--- config.mk ---
export PLATFORM = sky130hd
export DESIGN_NAME = instr_prefetch_queue
export DESIGN_NICKNAME = d
export VERILOG_FILES = /design/src/rtl/mips_pkg.sv /design/src/rtl/rtype_field_decode.sv /design/src/rtl/instr_prefetch_queue.sv
export SDC_FILE = /design/constraint.sdc
export NUM_CORES = 1
export LEC_CHECK = 0
export BUFFER_PORTS_ARGS = -buffer_cell sky130_fd_sc_hd__buf_2
export CORE_UTILIZATION = 45
export DETAILED_ROUTE_END_ITERATION = 10
export PLACE_DENSITY_LB_ADDON = 0.12
export SLEW_MARGIN = 20
export SYNTH_ARGS = -nofsm -noshare
export SYNTH_HDL_FRONTEND = slang
export SYNTH_HIERARCHICAL = 1
export SYNTH_SLANG_ARGS = --single-unit
--- constraint.sdc ---
create_clock -name clk -period 5.2 [get_ports clk]
set_input_delay 1.04 -clock clk [delete_from_list [all_inputs] [get_ports clk]]
set_output_delay 1.04 -clock clk [all_outputs]
set_load 0.02 [all_outputs]
--- src/rtl/mips_pkg.sv ---
// Shared MIPS encoding constants: opcode/funct values and R-type field positions.
// Pure definitions, no logic.
package mips_pkg;

   localparam logic [5:0]  OP_RTYPE  = 6'h00;
   localparam logic [5:0]  FUNCT_ADD = 6'h20;
   localparam logic [5:0]  FUNCT_SUB = 6'h22;

   localparam int OPCODE_LSB = 26;
   localparam int RS_LSB     = 21;
   localparam int RT_LSB     = 16;
   localparam int RD_LSB     = 11;
   localparam int SHAMT_LSB  = 6;
   localparam int FUNCT_LSB  = 0;

   localparam logic [31:0] NOP = 32'h0;

endpackage

--- src/rtl/rtype_field_decode.sv ---
// Combinational R-type field slicer; zero latency, no handshake (pure decode).
// Shared with the datapath decode stage.
module rtype_field_decode
   import mips_pkg::*;
(
   input  logic [31:0] instr,
   output logic [4:0]  rs,
   output logic [4:0]  rt,
   output logic [4:0]  rd,
   output logic [4:0]  shamt,
   output logic [5:0]  funct,
   output logic        is_rtype
);

   assign rs       = instr[RS_LSB    +: 5];
   assign rt       = instr[RT_LSB    +: 5];
   assign rd       = instr[RD_LSB    +: 5];
   assign shamt    = instr[SHAMT_LSB +: 5];
   assign funct    = instr[FUNCT_LSB +: 6];
   assign is_rtype = (instr[OPCODE_LSB +: 6] == OP_RTYPE);

endmodule

--- src/rtl/instr_prefetch_queue.sv ---
// Fetch-to-datapath FIFO with first-word fall-through; push visible one cycle later.
// in_ready drops when full (no same-cycle pop bypass); flush empties the queue.
module instr_prefetch_queue
   import mips_pkg::*;
#(
   parameter int DEPTH  = 4,
   parameter int DATA_W = 32,
   parameter int PC_W   = 32,
   localparam int PTR_W = $clog2(DEPTH),
   localparam int CNT_W = $clog2(DEPTH + 1)
) (
   input  logic              clk,
   input  logic              rst_n,
   input  logic              flush,
   input  logic              in_valid,
   output logic              in_ready,
   input  logic [DATA_W-1:0] in_instr,
   input  logic [PC_W-1:0]   in_pc,
   output logic              out_valid,
   input  logic              out_ready,
   output logic [DATA_W-1:0] out_instr,
   output logic [PC_W-1:0]   out_pc,
   output logic [4:0]        out_rs,
   output logic [4:0]        out_rt,
   output logic [4:0]        out_rd,
   output logic [4:0]        out_shamt,
   output logic [5:0]        out_funct,
   output logic              out_is_rtype,
   output logic [CNT_W-1:0]  count
);

   logic [DATA_W-1:0] mem_instr [DEPTH];
   logic [PC_W-1:0]   mem_pc    [DEPTH];
   logic [PTR_W-1:0]  wr_ptr;
   logic [PTR_W-1:0]  rd_ptr;
   logic              push;
   logic              pop;
   logic              dec_is_rtype;

   assign in_ready  = (count != CNT_W'(DEPTH));
   assign out_valid = (count != '0);
   assign push      = in_valid && in_ready;
   assign pop       = out_valid && out_ready;

   always_ff @(posedge clk or negedge rst_n) begin
      if (!rst_n) begin
         wr_ptr <= '0;
         rd_ptr <= '0;
         count  <= '0;
      end else if (flush) begin
         wr_ptr <= '0;
         rd_ptr <= '0;
         count  <= '0;
      end else begin
         if (push) wr_ptr <= wr_ptr + PTR_W'(1);
         if (pop)  rd_ptr <= rd_ptr + PTR_W'(1);
         case ({push, pop})
            2'b10:   count <= count + CNT_W'(1);
            2'b01:   count <= count - CNT_W'(1);
            default: count <= count;
         endcase
      end
   end

   // Storage needs no reset: count gates every read of it.
   always_ff @(posedge clk) begin
      if (push && !flush) begin
         mem_instr[wr_ptr] <= in_instr;
         mem_pc[wr_ptr]    <= in_pc;
      end
   end

   assign out_instr = out_valid ? mem_instr[rd_ptr] : DATA_W'(NOP);
   assign out_pc    = out_valid ? mem_pc[rd_ptr]    : '0;

   rtype_field_decode u_decode (
      .instr    (out_instr[31:0]),
      .rs       (out_rs),
      .rt       (out_rt),
      .rd       (out_rd),
      .shamt    (out_shamt),
      .funct    (out_funct),
      .is_rtype (dec_is_rtype)
   );

   // A zeroed empty head decodes as opcode 0, so qualify it.
   assign out_is_rtype = dec_is_rtype && out_valid;

endmodule

==> results of run 1 <==
-- cell type report --
class                           count  area, µm²
Antenna cell                        1      2.502
Multi-Input combinational cell    183       2233
Fill cell                        1822      10540
Timing Repair Buffer              168      850.8
Inverter                            3      11.26
Clock inverter                     16      98.84
Clock buffer                       34      744.5
Sequential cell                   263       7870
Tap cell                          285      356.6
-- metal layers --
metal | share of wire | GRT usage | up-vias
met4 | 0.025 | 0.04385 | 2
met2 | 0.52 | 0.3032 | 150
li1 | - | - | 2262
met1 | 0.40 | 0.2041 | 2587
met5 | 0.00067 | 0 | -
met3 | 0.053 | 0.03446 | 34
-- cell families (layout without fill, tap and decap cells) --
group / Yosys count / in the layout
mux: 64 / 64
buf+inv: 54 / 221
fa+ha+maj: 5 / 5
other cells: 0 / 1
compound gates: 11 / 11
simple gates: 98 / 98
flops: 263 / 263
xor+xnor: 5 / 5
-- power by group --
part / total, W / internal (W) / switching, W
Sequential: 0.00246 / 0.00241 / 0.0000465
Clock: 0.00181 / 0.00106 / 0.000754
Combinational: 0.000906 / 0.000365 / 0.000542
Total: 0.00518 / 0.00383 / 0.00134
-- final timing paths --
kind	slack (ps)	end	start	cells after the start
worst max-delay path	1250	out_is_rtype	rd_ptr[1]	6
worst min-delay path	340	count[2]	rst_n	1
worst max register to register	1970	count[2]	count[0]	7
worst min register to register	590	wr_ptr[1]	wr_ptr[1]	2
max in group asynchronous	4660	rd_ptr[0]	rst_n	1
min in group clk	590	wr_ptr[1]	wr_ptr[1]	2
-- Yosys cell counts (4+ instances only) --
cell type,instances
dfrtp_1,7
nor2_1,6
edfxtp_1,256
and2_1,69
buf_6,8
nand3_1,4
mux4_2,64
nand2_1,5
ha_1,4
buf_4,27
a21oi_1,4
clkbuf_1,8
buf_2,8
-- sequential cells by signal (all words and copies together) (netlist names) --
register   cells
rd_ptr         2
wr_ptr         2
count          3
mem_pc       128
mem_instr    128
-- worst max-delay path: stages, from the launching register on --
cell     delay (ps)
dfrtp_4         790
buf_4           550
mux4_2          380
and2_1          190
nor3_2          160
and2_1          140
buf_2           160
-- stage by stage --
step / power, W / instances
2_1_floorplan: 0.003199 / 500
3_3_place_gp: 0.003419 / 902
3_5_place_dp: 0.003433 / 902
4_1_cts: 0.005245 / 952
5_1_grt: 0.005382 / 952
6_report: 0.005177 / 953
-- layout by cell type, fill, tap and decap left out, types with 2 or more instances in the layout --
master / n
a21oi_1: 4
and2_1: 65
clkinvlp_4: 2
nand3_1: 4
clkbuf_16: 29
ha_1: 4
nand2_1: 5
dfrtp_4: 2
buf_2: 164
clkinv_1: 9
dfrtp_1: 5
clkinv_2: 4
edfxtp_1: 256
clkbuf_1: 5
a21o_1: 2
inv_1: 3
xnor2_1: 2
o21ai_0: 2
mux4_2: 64
nor2_1: 6
and2_4: 4
buf_4: 4
xor2_1: 3
==> results by group, run 1 <==
Yosys
  • Yosys warnings: 6
  • Post-synth cell types: 35
  • Sequential-to-total area share from yosys stat: 0.7518
  • Post-synthesis adder-cell area fraction: 0.006699
  • Post-Syn Area: 10,460 µm²
  • Cells after Synth: 500
  • Largest family of logic cells by synthesized area: multiplexers
  • Cell taking the most area after synthesis: edfxtp_1
  • Compound-Gate Fraction of Synth Area: 0.006460
  • Xor and xnor area share after synthesis: 0.004187
  • Syn Nets: 574
  • Avg Inst Size Synth: 20.92 µm²
  • Number of synthesized flops with an enable pin: 256
  • Post-synth ARST share: 0.02662
  • Multiplexer area fraction after synthesis: 0.1378
  • Area fraction of the dominant cell type after synthesis: 0.7350
  • Simple-Gate Fraction of Synth Area: 0.05730
  • FF+latch count, synth: 263
  • Top_reg_cell synth: edfxtp_1
  • Synth area leaders: edfxtp_1 74%, mux4_2 14%, and2_1 4.1%

Global route
  • First-pass GRT wire length: 30,170 µm
  • Total grt overflow: 0
  • Vias in the first global route: 5,449
  • Initial antenna violation count: 2
  • All-Layer GR Usage: 0.1675
  • Largest net degree at the start of global routing: 65

Detailed routing
  • DR WL/cell: 20.41 µm
  • DRT Pass-1 Iters: 4
  • Total Wirelength: 19,450 µm
  • ANT nets after route: 0
  • Vias per std cell: 5.283
  • DRT iter0 DRCs: 282
  • DR vias: 5,035
  • # DRC: 0

Placement
  • Post-DP HPWL: 10,850 µm
  • IO buf count: 164
  • Dpl ws: 1734 ps
  • Placed Instance Area: 11,320 µm²
  • RD Place Congestion: 0.7228

STA
  • Max-slew violation count: 0
  • Setup violators final: 0
  • Fmax: 253.3 MHz
  • Final period util: 0.7593
  • Layout Skew: 10.60 ps
  • Worst-Margin Slew: 1042 ps
  • Final hold vios: 0
  • Min Hold Slack: 343.9 ps
  • Unrepaired setup endpoints after global routing: false
  • Period minus WS final: 3948 ps
  • Slew HR: 0.3052
  • Setup ws final: 1252 ps
  • Final sum of negative setup slack: 0 ps

CTS
  • Clock root buffer: clkbuf_16
  • Post-CTS Setup Bufs: 0
  • Clock Pin Slew Worst Setup and Hold Paths: 60 ps
  • Hold_buf cts: 0
  • Clk_lat worst skew: 530 ps
  • Cts repair resizes: 0
  • Clk sinks: 263
  • CTS tree: yes
  • Max Root-Sink Buffers: 3
  • Total CTS buffers: 28
  • H-tree Lvls: 1

Critical path
  • Crit-path max FO: 35
  • Kind of critical path: flip-flop to primary output
  • CP required: 4160 ps
  • Critical path arrival: 2910 ps
  • Crit. End Element: primary output
  • Critical path launch point type: flip-flop

Finish
  • Area Overhead vs Synth: 16.34%
  • Design area: 12,170 µm²
  • Layout Nets: 721
  • Final core utilization: 0.5358
  • Layout cells sized above 1: 0.4168

Floorplan
  • Core ar.: 22,710 µm²
  • Die ar.: 23,850 µm²
  • Die Wd: 154.5 µm
  • Top Ports: 165
  • DIE HEIGHT: 154.5 µm
  • Initial Utilization: 0.4606
  • Floorplan row count: 55

Run
  • Max Cap Viol: 0

Pwr
  • Peak supply drop: 0.0002789 V
  • Pleak: 4.265 nW
  • Pwr dens: 425.4 nW/µm²

Outcome
  • Status: completed

Min path
  • HP Class: primary input to asynchronous set/reset pin
(Power assumes the default switching activity.)
==> run 2: changes to the inputs <==
ABC_AREA = 1   (was default)
clock period = 3.9 ns   (was 5.2 ns; I/O delays follow)
==> results by group, run 2 <==
Yosys
  • Cells after Synth: 853 (+71%)
  • Compound-Gate Fraction of Synth Area: 0.09352 (+0.08706)
  • Post-synth ARST share: 0.02662 (unchanged)
  • Avg Inst Size Synth: 12.42 µm² (-41%)
  • Multiplexer area fraction after synthesis: 0 (-0.1378)
  • Sequential-to-total area share from yosys stat: 0.7420 (-0.009764)
  • Synth area leaders: edfxtp_1 73%, nor2_1 9.5%, o21ai_0 6.0%
  • Post-synth cell types: 20 (-43%)
  • Area fraction of the dominant cell type after synthesis: 0.7255 (-0.009547)
  • Syn Nets: 927 (+61%)
  • Top cells by count, synth: 267 x nor2_1, 256 x edfxtp_1, 127 x o21ai_0
  • Yosys warnings: 6 (unchanged)
  • Largest family of logic cells by synthesized area: simple AND/OR/NAND/NOR gates
  • Top-count cell post-synth: nor2_1
  • FF+latch count, synth: 263 (unchanged)
  • Xor and xnor area share after synthesis: 0.0008265 (-0.003361)
  • Number of synthesized flops with an enable pin: 256 (unchanged)
  • Cell taking the most area after synthesis: edfxtp_1
  • Post-synthesis adder-cell area fraction: 0.006612 (-0.00008702)
  • Post-Syn Area: 10,600 µm² (+1.3%)
  • Top_reg_cell synth: edfxtp_1
  • Simple-Gate Fraction of Synth Area: 0.1053 (+0.04802)

Global route
  • Total grt overflow: 0 (unchanged)
  • All-Layer GR Usage: 0.1876 (+0.02013)
  • First-pass GRT wire length: 34,700 µm (+15%)
  • Vias in the first global route: 6,277 (+15%)
  • Initial antenna violation count: 2 (unchanged)
  • Largest net degree at the start of global routing: 53 (-18%)

Finish
  • Layout cells sized above 1: 0.2270 (-0.1898)
  • Commonest non-fill, non-tap cells in the layout: 263 x nor2_1, 256 x edfxtp_1, 164 x buf_2, 127 x o21ai_0, 67 x a21oi_1
  • Area Overhead vs Synth: 16.93%
  • Layout Nets: 1,061 (+47%)
  • Non-Filler Instances: 1,323 (+39%)
  • Fillcell total: 1,992 (+9.3%)
  • Biggest regs: mem_instr: 128 flops, mem_pc: 128 flops, count: 3 flops
  • Most common cell after layout, fill and taps aside: nor2_1

STA
  • Period minus WS final: 3651 ps
  • Final hold vios: 0 (unchanged)
  • Layout Skew: 9.944 ps (-0.6526 ps)
  • Setup ws final: 249.0 ps (-1003 ps)
  • Fmax: 273.9 MHz
  • Setup violators final: 0 (unchanged)
  • Worst-Margin Slew: 734.8 ps (-307.3 ps)
  • Max-slew violation count: 0 (unchanged)
  • Final period util: 0.9362
  • Final sum of negative setup slack: 0 ps (unchanged)
  • Slew HR: 0.5101 (+0.2049)
  • Unrepaired setup endpoints after global routing: false

Detailed routing
  • Total Wirelength: 22,380 µm (+15%)
  • WL met3: 1227 µm (+18%)
  • DR vias: 6,548 (+30%)
  • # DRC: 0 (unchanged)
  • Max Used Layer: met4
  • Metal-1 WL: 10,100 µm (+29%)
  • ANT nets after route: 0 (unchanged)
  • DRT Pass-1 Iters: 4 (unchanged)
  • DR WL/cell: 16.92 µm (-17%)
  • Met2 routed WL: 10,800 µm (+7.3%)
  • DRT iter0 DRCs: 352 (+25%)
  • Vias per std cell: 4.949 (-6.3%)

Placement
  • DP Cell Count: 1,270 (+41%)
  • Post-DP HPWL: 12,530 µm (+16%)
  • Dpl ws: 700.0 ps (-1034 ps)
  • IO buf count: 164 (unchanged)
  • RD Place Congestion: 0.7195 (-0.46%)

Floorplan
  • Top Ports: 165 (unchanged)
  • DIE HEIGHT: 155.5 µm (+0.65%)
  • Die Wd: 155.5 µm (+0.65%)
  • Initial Utilization: 0.4638 (+0.003250)
  • Die ar.: 24,160 µm² (+1.3%)
  • Floorplan row count: 55 (unchanged)
  • Core ar.: 22,850 µm² (+0.61%)

Pwr
  • Pwr dens: 683.6 nW/µm² (+61%)
  • Pleak: 4.578 nW (+7.3%)
  • Pwr Total: 0.008470 W (+64%)
  • Peak supply drop: 0.0004126 V (+48%)

CTS
  • Clock Pin Slew Worst Setup and Hold Paths: 60 ps (about the same)
  • Clk sinks: 263 (unchanged)
  • H-tree Lvls: 1 (unchanged)
  • Post-CTS Setup Bufs: 0 (unchanged)
  • Cts repair resizes: 0 (unchanged)
  • Clock root buffer: clkbuf_16
  • Clk_lat worst skew: 530 ps (about the same)
  • CTS tree: yes
  • Hold_buf cts: 0 (unchanged)
  • Total CTS buffers: 28 (unchanged)
  • Max Root-Sink Buffers: 3 (unchanged)

Critical path
  • Crit. End Element: primary output
  • Critical path arrival: 2870 ps (-40 ps)
  • Crit-path max FO: 47 (+34%)
  • Critical path launch point type: flip-flop
  • Kind of critical path: flip-flop to primary output
  • CP required: 3120 ps (-1040 ps)

Run
  • Max Cap Viol: 0 (unchanged)

Min path
  • HP Class: primary input to asynchronous set/reset pin

Outcome
  • Status: completed
==> run 2: stage by stage <==
stage,hold slack (ps),instance area [µm²],util
global placement,595.0,11520,0.5041
detailed placement,609.6,11520,0.5041
CTS,70.34,12390,0.5422
global route,69.90,12390,0.5422
finish,83.16,12390,0.5423
floorplan,484.4,10600,-
==> run 2: layer usage <==
metal	vias up	track usage
li1	3247	-
met1	3115	0.2503
met2	164	0.3195
met3	22	0.03816
met4	0	0.03688
met5	-	0
==> run 2: worst paths after layout <==
path / slack (ps) / from / cells past startpoint / end
worst max-delay path: 250 / rd_ptr[1] / 9 / out_is_rtype
worst min-delay path: 80 / rst_n / 1 / count[0]
worst max register to register: 1520 / count[0] / 5 / mem_pc[1][14]
worst min register to register: 620 / count[1] / 2 / count[1]
max in group asynchronous: 3620 / rst_n / 1 / rd_ptr[1]
min in group clk: 460 / in_instr[23] / 1 / mem_instr[1][23]
==> run 2: layout make-up <==
type                            instances  area (µm²)  share of cell area
Timing Repair Buffer                  180       978.4             0.07897
Tap cell                              313       391.6             0.03161
Inverter                               17       63.81            0.005150
Sequential cell                       263        7868              0.6350
Multi-Input combinational cell        497        2216              0.1788
Clock inverter                         14       91.34            0.007372
Antenna cell                            1       2.502           0.0002020
Clock buffer                           38       779.5             0.06291
==> run 2: logic make-up after synthesis <==
family                     after synthesis
AOI/OAI and AO/OA                      198
DFF                                    263
buffers and inverters                   93
adders and majority gates                5
xor gates and xnor gates                 1
and+or+nand+nor                        293
==> run 2: worst max-delay path: stages (launching register included) <==
cell and delay, ps:
dfrtp_2 630, buf_4 610, nor2_1 90, o21ai_0 90, a21oi_1 100, or2_1 240, nor2_1 160, inv_1 60
nor2_1 150, buf_2 190
==> run 2: power by group <==
part | leakage, nW | internal, W | switching [W]
sequential | 2.41 | 0.00328 | 0.0000860
clock | 0.430 | 0.00146 | 0.00102
combinational | 1.74 | 0.000739 | 0.00189
